## config.mk

```make
export PLATFORM = sky130hd
export DESIGN_NAME = issueque_int_flat
export DESIGN_NICKNAME = d
export VERILOG_FILES = /design/src/rtl/issueque_int_pkg.sv /design/src/rtl/issueque_int_if.sv /design/src/rtl/issueque_select.sv /design/src/rtl/issueque_int.sv /design/src/flat_wrapper.sv
export SDC_FILE = /design/constraint.sdc
export NUM_CORES = 1
export LEC_CHECK = 0
export ABC_AREA = 1
export CAP_MARGIN = 25
export CORE_MARGIN = 5
export CORE_UTILIZATION = 40
export DETAILED_ROUTE_END_ITERATION = 8
export PLACE_DENSITY = 0.65
export SETUP_SLACK_MARGIN = 0.5
export SLEW_MARGIN = 20
export SYNTH_ARGS = -nofsm -noshare
export SYNTH_HDL_FRONTEND = slang
export SYNTH_HIERARCHICAL = 1
export SYNTH_SLANG_ARGS = --single-unit
export TNS_END_PERCENT = 50
```

## constraint.sdc

```tcl
create_clock -name clk -period 7.4 [get_ports clk]
set_clock_uncertainty 0.1 [all_clocks]
set_input_delay 2.22 -clock clk [delete_from_list [all_inputs] [get_ports clk]]
set_output_delay 2.22 -clock clk [all_outputs]
set_load 0.02 [all_outputs]
```

## src/rtl/issueque_int_pkg.sv

```systemverilog
// Shared constants for the integer issue queue: default geometry and the
// ALU opcode/funct encodings also used by issueint.
package issueque_int_pkg;

    localparam int OP_W          = 6;
    localparam int ISSUEQ_DEPTH  = 4;
    localparam int ISSUEQ_TAG_W  = 6;
    localparam int ISSUEQ_DATA_W = 32;

    localparam logic [OP_W-1:0] OP_ADD = 6'h20;
    localparam logic [OP_W-1:0] OP_SUB = 6'h22;
    localparam logic [OP_W-1:0] OP_AND = 6'h24;
    localparam logic [OP_W-1:0] OP_OR  = 6'h25;

endpackage

```

## src/rtl/issueque_int_if.sv

```systemverilog
// Dispatch, CDB snoop and issue-side signals of the integer issue queue.
// master = dispatcher/CDB/arbiter side, slave = the queue itself.
interface issueque_int_if
    import issueque_int_pkg::*;
#(
    parameter int TAG_W  = ISSUEQ_TAG_W,
    parameter int DATA_W = ISSUEQ_DATA_W
);
    logic              dispatch_valid;
    logic [OP_W-1:0]   dispatch_opcode;
    logic [DATA_W-1:0] dispatch_rsdata;
    logic              dispatch_rsvalid;
    logic [TAG_W-1:0]  dispatch_rstag;
    logic [DATA_W-1:0] dispatch_rtdata;
    logic              dispatch_rtvalid;
    logic [TAG_W-1:0]  dispatch_rttag;
    logic [TAG_W-1:0]  dispatch_rdtag;
    logic              issueque_full;
    logic              cdb_valid;
    logic [TAG_W-1:0]  cdb_tag;
    logic [DATA_W-1:0] cdb_data;
    logic              issueint_grant;
    logic              issueint_ready;
    logic [OP_W-1:0]   issueint_opcode;
    logic [DATA_W-1:0] issueint_rsdata;
    logic [DATA_W-1:0] issueint_rtdata;
    logic [TAG_W-1:0]  issueint_rdtag;

    modport master (
        output dispatch_valid, dispatch_opcode, dispatch_rsdata, dispatch_rsvalid,
               dispatch_rstag, dispatch_rtdata, dispatch_rtvalid, dispatch_rttag,
               dispatch_rdtag, cdb_valid, cdb_tag, cdb_data, issueint_grant,
        input  issueque_full, issueint_ready, issueint_opcode, issueint_rsdata,
               issueint_rtdata, issueint_rdtag
    );

    modport slave (
        input  dispatch_valid, dispatch_opcode, dispatch_rsdata, dispatch_rsvalid,
               dispatch_rstag, dispatch_rtdata, dispatch_rtvalid, dispatch_rttag,
               dispatch_rdtag, cdb_valid, cdb_tag, cdb_data, issueint_grant,
        output issueque_full, issueint_ready, issueint_opcode, issueint_rsdata,
               issueint_rtdata, issueint_rdtag
    );
endinterface

```

## src/rtl/issueque_select.sv

```systemverilog
// Lowest-index priority encoder: one-hot grant, binary index and found flag.
module issueque_select #(
    parameter  int DEPTH = 4,
    localparam int IDX_W = $clog2(DEPTH)
) (
    input  logic [DEPTH-1:0] eligible,
    output logic [DEPTH-1:0] grant,
    output logic [IDX_W-1:0] index,
    output logic             found
);
    // seen[i] is set when any entry below i is eligible
    logic [DEPTH:0] seen;

    assign seen[0] = 1'b0;

    generate
        for (genvar gi = 0; gi < DEPTH; gi++) begin : g_chain
            assign grant[gi]  = eligible[gi] & ~seen[gi];
            assign seen[gi+1] = seen[gi] | eligible[gi];
        end
    endgenerate

    assign found = seen[DEPTH];

    always_comb begin
        index = '0;
        for (int i = 0; i < DEPTH; i++) begin
            if (grant[i]) index = IDX_W'(i);
        end
    end
endmodule

```

## src/rtl/issueque_int.sv

```systemverilog
// Collapsing integer issue queue: CDB wakeup, oldest-ready select, and a
// registered issue port feeding issueint directly.
module issueque_int
    import issueque_int_pkg::*;
#(
    parameter int DEPTH  = ISSUEQ_DEPTH,
    parameter int TAG_W  = ISSUEQ_TAG_W,
    parameter int DATA_W = ISSUEQ_DATA_W
) (
    input  logic clk,
    input  logic reset,
    input  logic flush,
    issueque_int_if.slave bus
);
    localparam int CNT_W = $clog2(DEPTH + 1);
    localparam int IDX_W = $clog2(DEPTH);

    typedef struct packed {
        logic              valid;
        logic [OP_W-1:0]   opcode;
        logic [DATA_W-1:0] rsdata;
        logic              rsvalid;
        logic [TAG_W-1:0]  rstag;
        logic [DATA_W-1:0] rtdata;
        logic              rtvalid;
        logic [TAG_W-1:0]  rttag;
        logic [TAG_W-1:0]  rdtag;
    } entry_t;

    // Tags are only looked at while the operand is still pending.
    function automatic entry_t wake_entry(input entry_t e, input logic cv,
                                          input logic [TAG_W-1:0] ct,
                                          input logic [DATA_W-1:0] cd);
        entry_t r = e;
        if (cv && e.valid && !e.rsvalid && (e.rstag == ct)) begin
            r.rsvalid = 1'b1;
            r.rsdata  = cd;
        end
        if (cv && e.valid && !e.rtvalid && (e.rttag == ct)) begin
            r.rtvalid = 1'b1;
            r.rtdata  = cd;
        end
        return r;
    endfunction

    entry_t            q_reg  [DEPTH];
    entry_t            q_next [DEPTH];
    entry_t            woken  [DEPTH];
    entry_t            disp_entry;
    entry_t            winner;
    logic [CNT_W-1:0]  count_reg, count_next;
    logic [DEPTH-1:0]  eligible, sel_grant;
    logic [IDX_W-1:0]  sel_idx, wr_idx;
    logic              sel_found, do_issue, accept, full;
    logic              ready_reg;
    logic [OP_W-1:0]   opcode_reg;
    logic [DATA_W-1:0] rsdata_reg, rtdata_reg;
    logic [TAG_W-1:0]  rdtag_reg;

    generate
        for (genvar gi = 0; gi < DEPTH; gi++) begin : g_entry
            assign eligible[gi] = q_reg[gi].valid & q_reg[gi].rsvalid & q_reg[gi].rtvalid;
            assign woken[gi]    = wake_entry(q_reg[gi], bus.cdb_valid, bus.cdb_tag, bus.cdb_data);
        end
    endgenerate

    issueque_select #(.DEPTH(DEPTH)) u_select (
        .eligible (eligible),
        .grant    (sel_grant),
        .index    (sel_idx),
        .found    (sel_found)
    );

    assign full     = (count_reg == CNT_W'(DEPTH));
    assign do_issue = sel_found & bus.issueint_grant;
    assign accept   = bus.dispatch_valid & ~full;
    assign wr_idx   = IDX_W'(count_reg - CNT_W'(do_issue));

    always_comb begin
        entry_t d;
        d         = '0;
        d.valid   = 1'b1;
        d.opcode  = bus.dispatch_opcode;
        d.rsdata  = bus.dispatch_rsdata;
        d.rsvalid = bus.dispatch_rsvalid;
        d.rstag   = bus.dispatch_rstag;
        d.rtdata  = bus.dispatch_rtdata;
        d.rtvalid = bus.dispatch_rtvalid;
        d.rttag   = bus.dispatch_rttag;
        d.rdtag   = bus.dispatch_rdtag;
        disp_entry = wake_entry(d, bus.cdb_valid, bus.cdb_tag, bus.cdb_data);
    end

    always_comb begin
        winner = '0;
        for (int i = 0; i < DEPTH; i++) begin
            if (sel_grant[i]) winner = winner | q_reg[i];
        end
    end

    // Collapse above the issued slot, then append the dispatched op at the tail.
    always_comb begin
        for (int i = 0; i < DEPTH; i++) q_next[i] = woken[i];
        if (do_issue) begin
            for (int i = 0; i < DEPTH - 1; i++) begin
                if (i >= int'(sel_idx)) q_next[i] = woken[i+1];
            end
            q_next[DEPTH-1] = '0;
        end
        if (accept) q_next[wr_idx] = disp_entry;
        count_next = count_reg - CNT_W'(do_issue) + CNT_W'(accept);
    end

    always_ff @(posedge clk) begin
        if (reset) begin
            for (int i = 0; i < DEPTH; i++) q_reg[i] <= '0;
            count_reg  <= '0;
            ready_reg  <= 1'b0;
            opcode_reg <= '0;
            rsdata_reg <= '0;
            rtdata_reg <= '0;
            rdtag_reg  <= '0;
        end else if (flush) begin
            for (int i = 0; i < DEPTH; i++) q_reg[i] <= '0;
            count_reg <= '0;
            ready_reg <= 1'b0;
        end else begin
            for (int i = 0; i < DEPTH; i++) q_reg[i] <= q_next[i];
            count_reg <= count_next;
            ready_reg <= do_issue;
            if (do_issue) begin
                opcode_reg <= winner.opcode;
                rsdata_reg <= winner.rsdata;
                rtdata_reg <= winner.rtdata;
                rdtag_reg  <= winner.rdtag;
            end
        end
    end

    assign bus.issueque_full   = full;
    assign bus.issueint_ready  = ready_reg;
    assign bus.issueint_opcode = opcode_reg;
    assign bus.issueint_rsdata = rsdata_reg;
    assign bus.issueint_rtdata = rtdata_reg;
    assign bus.issueint_rdtag  = rdtag_reg;
endmodule

```

## src/flat_wrapper.sv

```systemverilog
// flat-port wrapper written by rule: the top's interface ports become plain ports
module issueque_int_flat import issueque_int_pkg::*;
#(
    parameter int DEPTH  = ISSUEQ_DEPTH,
    parameter int TAG_W  = ISSUEQ_TAG_W,
    parameter int DATA_W = ISSUEQ_DATA_W
)
  (clk, reset, flush, bus_dispatch_valid, bus_dispatch_opcode, bus_dispatch_rsdata, bus_dispatch_rsvalid, bus_dispatch_rstag, bus_dispatch_rtdata, bus_dispatch_rtvalid, bus_dispatch_rttag, bus_dispatch_rdtag, bus_cdb_valid, bus_cdb_tag, bus_cdb_data, bus_issueint_grant, bus_issueque_full, bus_issueint_ready, bus_issueint_opcode, bus_issueint_rsdata, bus_issueint_rtdata, bus_issueint_rdtag);
  issueque_int_if #(.TAG_W(TAG_W), .DATA_W(DATA_W)) bus_i ();
  input  logic clk;
  input  logic reset;
  input  logic flush;
  input wire logic [$bits(bus_i.dispatch_valid)-1:0] bus_dispatch_valid;
  input wire logic [$bits(bus_i.dispatch_opcode)-1:0] bus_dispatch_opcode;
  input wire logic [$bits(bus_i.dispatch_rsdata)-1:0] bus_dispatch_rsdata;
  input wire logic [$bits(bus_i.dispatch_rsvalid)-1:0] bus_dispatch_rsvalid;
  input wire logic [$bits(bus_i.dispatch_rstag)-1:0] bus_dispatch_rstag;
  input wire logic [$bits(bus_i.dispatch_rtdata)-1:0] bus_dispatch_rtdata;
  input wire logic [$bits(bus_i.dispatch_rtvalid)-1:0] bus_dispatch_rtvalid;
  input wire logic [$bits(bus_i.dispatch_rttag)-1:0] bus_dispatch_rttag;
  input wire logic [$bits(bus_i.dispatch_rdtag)-1:0] bus_dispatch_rdtag;
  input wire logic [$bits(bus_i.cdb_valid)-1:0] bus_cdb_valid;
  input wire logic [$bits(bus_i.cdb_tag)-1:0] bus_cdb_tag;
  input wire logic [$bits(bus_i.cdb_data)-1:0] bus_cdb_data;
  input wire logic [$bits(bus_i.issueint_grant)-1:0] bus_issueint_grant;
  output wire logic [$bits(bus_i.issueque_full)-1:0] bus_issueque_full;
  output wire logic [$bits(bus_i.issueint_ready)-1:0] bus_issueint_ready;
  output wire logic [$bits(bus_i.issueint_opcode)-1:0] bus_issueint_opcode;
  output wire logic [$bits(bus_i.issueint_rsdata)-1:0] bus_issueint_rsdata;
  output wire logic [$bits(bus_i.issueint_rtdata)-1:0] bus_issueint_rtdata;
  output wire logic [$bits(bus_i.issueint_rdtag)-1:0] bus_issueint_rdtag;
  assign bus_i.dispatch_valid = bus_dispatch_valid;
  assign bus_i.dispatch_opcode = bus_dispatch_opcode;
  assign bus_i.dispatch_rsdata = bus_dispatch_rsdata;
  assign bus_i.dispatch_rsvalid = bus_dispatch_rsvalid;
  assign bus_i.dispatch_rstag = bus_dispatch_rstag;
  assign bus_i.dispatch_rtdata = bus_dispatch_rtdata;
  assign bus_i.dispatch_rtvalid = bus_dispatch_rtvalid;
  assign bus_i.dispatch_rttag = bus_dispatch_rttag;
  assign bus_i.dispatch_rdtag = bus_dispatch_rdtag;
  assign bus_i.cdb_valid = bus_cdb_valid;
  assign bus_i.cdb_tag = bus_cdb_tag;
  assign bus_i.cdb_data = bus_cdb_data;
  assign bus_i.issueint_grant = bus_issueint_grant;
  assign bus_issueque_full = bus_i.issueque_full;
  assign bus_issueint_ready = bus_i.issueint_ready;
  assign bus_issueint_opcode = bus_i.issueint_opcode;
  assign bus_issueint_rsdata = bus_i.issueint_rsdata;
  assign bus_issueint_rtdata = bus_i.issueint_rtdata;
  assign bus_issueint_rdtag = bus_i.issueint_rdtag;
  issueque_int #(.DEPTH(DEPTH), .TAG_W(TAG_W), .DATA_W(DATA_W)) u_core (.clk(clk), .reset(reset), .flush(flush), .bus(bus_i));
endmodule
```

==> metrics.txt <==
run status=finished, final reports clean; largest net degree at the start of global routing=199; H-Tree Depth=2; Die X-Extent=288 um; DR pass1 iterations=6; Worst-Skew Late Latency=0.64 ns; CTS sink cnt=444; Routed wire per std cell=20.6 um; non-filler cells, final=6,024; DP Cell Count=5,919; Yosys reg bits=444; GPL Wtd Cong=0.878; Async SR Flop Fraction=0%; Post-Layout Inst Area=36,300 um^2; Mapped Cells=4,654; worst min path class=register to register; io pins=212; Hold Worst Slack=0.359 ns; antenna violations before repair=3; Post-CTS Hold Buffers=0; top cells by area, synth=edfxtp_1 27%, nand2_1 16%, nand3_1 16%, dfxtp_1 11%, inv_1 8.6%; Tmin final=5.46 ns; number of port buffers=211; n_diodes=0; final wirelength=124,000 um; first-pass GRT wire length=185,000 um; CP Capture Type=register; GRT Overall Usage=28.8%; core box area=77,100 um^2; Setup Viol. Count Final=0; Avg Cell Area, Syn=6.64 um^2; DR iter-0 viols=4,364; part of the cycle the worst path needs=73.7%; Slowest-stage cell, CP=clkinv_2; CTS tree=yes; actual slew at the worst max-slew pin=1.16 ns; clock slew at reported path FFs=0.06 ns; Yosys top cell area share=26.5%; Max Buffers Root-to-Sink=3; die height=288 um; Seq/Total Area, Yosys=37.6%; layout net count=5,076; setup TNS=0 ns; CP required=7.63 ns; maxcap violations=0; grt ovf=0; antenna-violating nets left=0; Root Buffer=clkbuf_16; vias in the first global route=30,774; CP Max Fanout=51; synthesized area=30,900 um^2; post-DP HPWL=72,400 um; arrival time at the worst endpoint=5.68 ns; die area=82,900 um^2; vias per inst=5.49; Num CTS Buffers=55; most common cell after layout, fill and taps aside=nand2_1; Max Fclk=183 MHz; DRC=0; Max-slew headroom=22.7%; DR vias=33,063; Placed Area=34,500 um^2; setup repair after global routing missed its margin=no; CP bufs+invs=6; number of synthesized flops with an enable pin=273; main flop type after synthesis=edfxtp_1; share of cells above drive strength 1=5.52%; crit path launch type=input pin; Leak Pwr=17.9 nW; initial cell density of the core=40.1%; Area growth syn-to-layout=17.6%; Final Hold Violating Endpoints=0; row count=102; warnings from Yosys=6; crit-path cells=clkdlybuf4s50_1 -> nand2_1 -> inv_1 -> ha_1 -> ha_1 -> nor3_4 -> buf_4 -> inv_1 -> nand2_1 -> clkinv_2 -> buf_12 -> nand3_1 -> a21oi_1; Cell Pwr Density=183 nW/um^2; setup bufs post-CTS=0; Top delay family on crit path=buffers and inverters; Crit Path Class=input pin to register; most frequent cells in the layout=1,314 x nand2_1, 981 x nand3_1, 705 x inv_1, 279 x o21ai_0; Final Max Slew Viols=0; Yosys top cell by area=edfxtp_1; Yosys cell types=37; max reg flops=364; max incr delay on CP=0.61 ns; maximum vdd ir drop=0.179 mV; PostCTS Resize Cnt=0
## through the flow
stage / util, % / power, mW / setup slack (ns)
floorplan: - / 3.55 / 3.00
global placement: 44.6 / 3.92 / 1.40
detailed placement: 44.7 / 3.93 / 1.35
CTS: 47.1 / 6.69 / 2.02
global route: 47.2 / 6.91 / 1.85
finish: 47.2 / 6.67 / 1.94
## routing by layer
metal	vias to the layer above	track usage, %	wire, um
met5	-	0	13
met4	2	11.9	5950
li1	15531	-	-
met1	15012	38.2	48900
met3	419	7.75	16100
met2	2099	44.6	53500
## worst register-to-register path: cells and delay by family, from the launching register on
family                   cells  cell delay [ns]
AO/OA/AOI/OAI                1             0.07
adder cells (fa/ha/maj)      2             0.47
buffers and inverters        6             1.83
flip-flops                   1             0.38
AND/OR/NAND/NOR              7             1.45
## cell families (layout without fill, tap and decap cells)
family,Yosys count,after routing,share of synthesized area (%)
AOI/OAI and AO/OA,669,669,12.3
and+or+nand+nor,2462,2462,35.3
other,1,273,0.0121
xor gates and xnor gates,26,26,0.737
DFF,444,444,37.6
adders and majority gates,4,4,0.162
buffers and inverters,1048,1106,13.8
## power breakdown
part / switching (mW) / leakage, nW / internal [mW]
logic: 0.755 / 12.8 / 0.341
registers: 0.0652 / 4.19 / 2.76
clock network: 1.15 / 0.895 / 1.60
## worst paths after layout
check                            from                   to  slack (ns)  cells past startpoint
setup / recovery   bus_issueint_grant  u_core/q_reg[3][75]        1.94                     13
hold / removal    u_core/count_reg[2]  u_core/count_reg[2]        0.36                      1
setup reg to reg  u_core/q_reg[1][90]  u_core/q_reg[3][75]        2.80                     16
hold reg to reg   u_core/count_reg[2]  u_core/count_reg[2]        0.36                      1
## cell usage after synthesis, types with 7 or more instances
library cell,n
buf_6,21
nand2_2,30
nand3_2,41
nor2_2,8
o21bai_1,33
a22oi_1,24
o21ai_0,279
nand3_1,982
buf_1,32
xnor2_1,22
inv_1,707
nor2_1,70
a221oi_1,76
o21ai_1,27
dfxtp_1,171
buf_4,12
clkbuf_1,151
o22ai_1,7
a21oi_1,204
inv_2,17
nand2_1,1316
edfxtp_1,273
buf_2,103
a31oi_1,16
## layout make-up
| type | instances | area (um^2) |
|---|---|---|
| flip-flops and latches | 444 | 11600 |
| clock buffers | 84 | 1610 |
| repair buffers | 277 | 2770 |
| multi-input cells | 3434 | 16100 |
| clock inverters | 19 | 201 |
| well taps | 1040 | 1300 |
| fillers | 7951 | 40700 |
| inverters | 726 | 2740 |
Note: power is estimated with default switching activity, not from simulation.
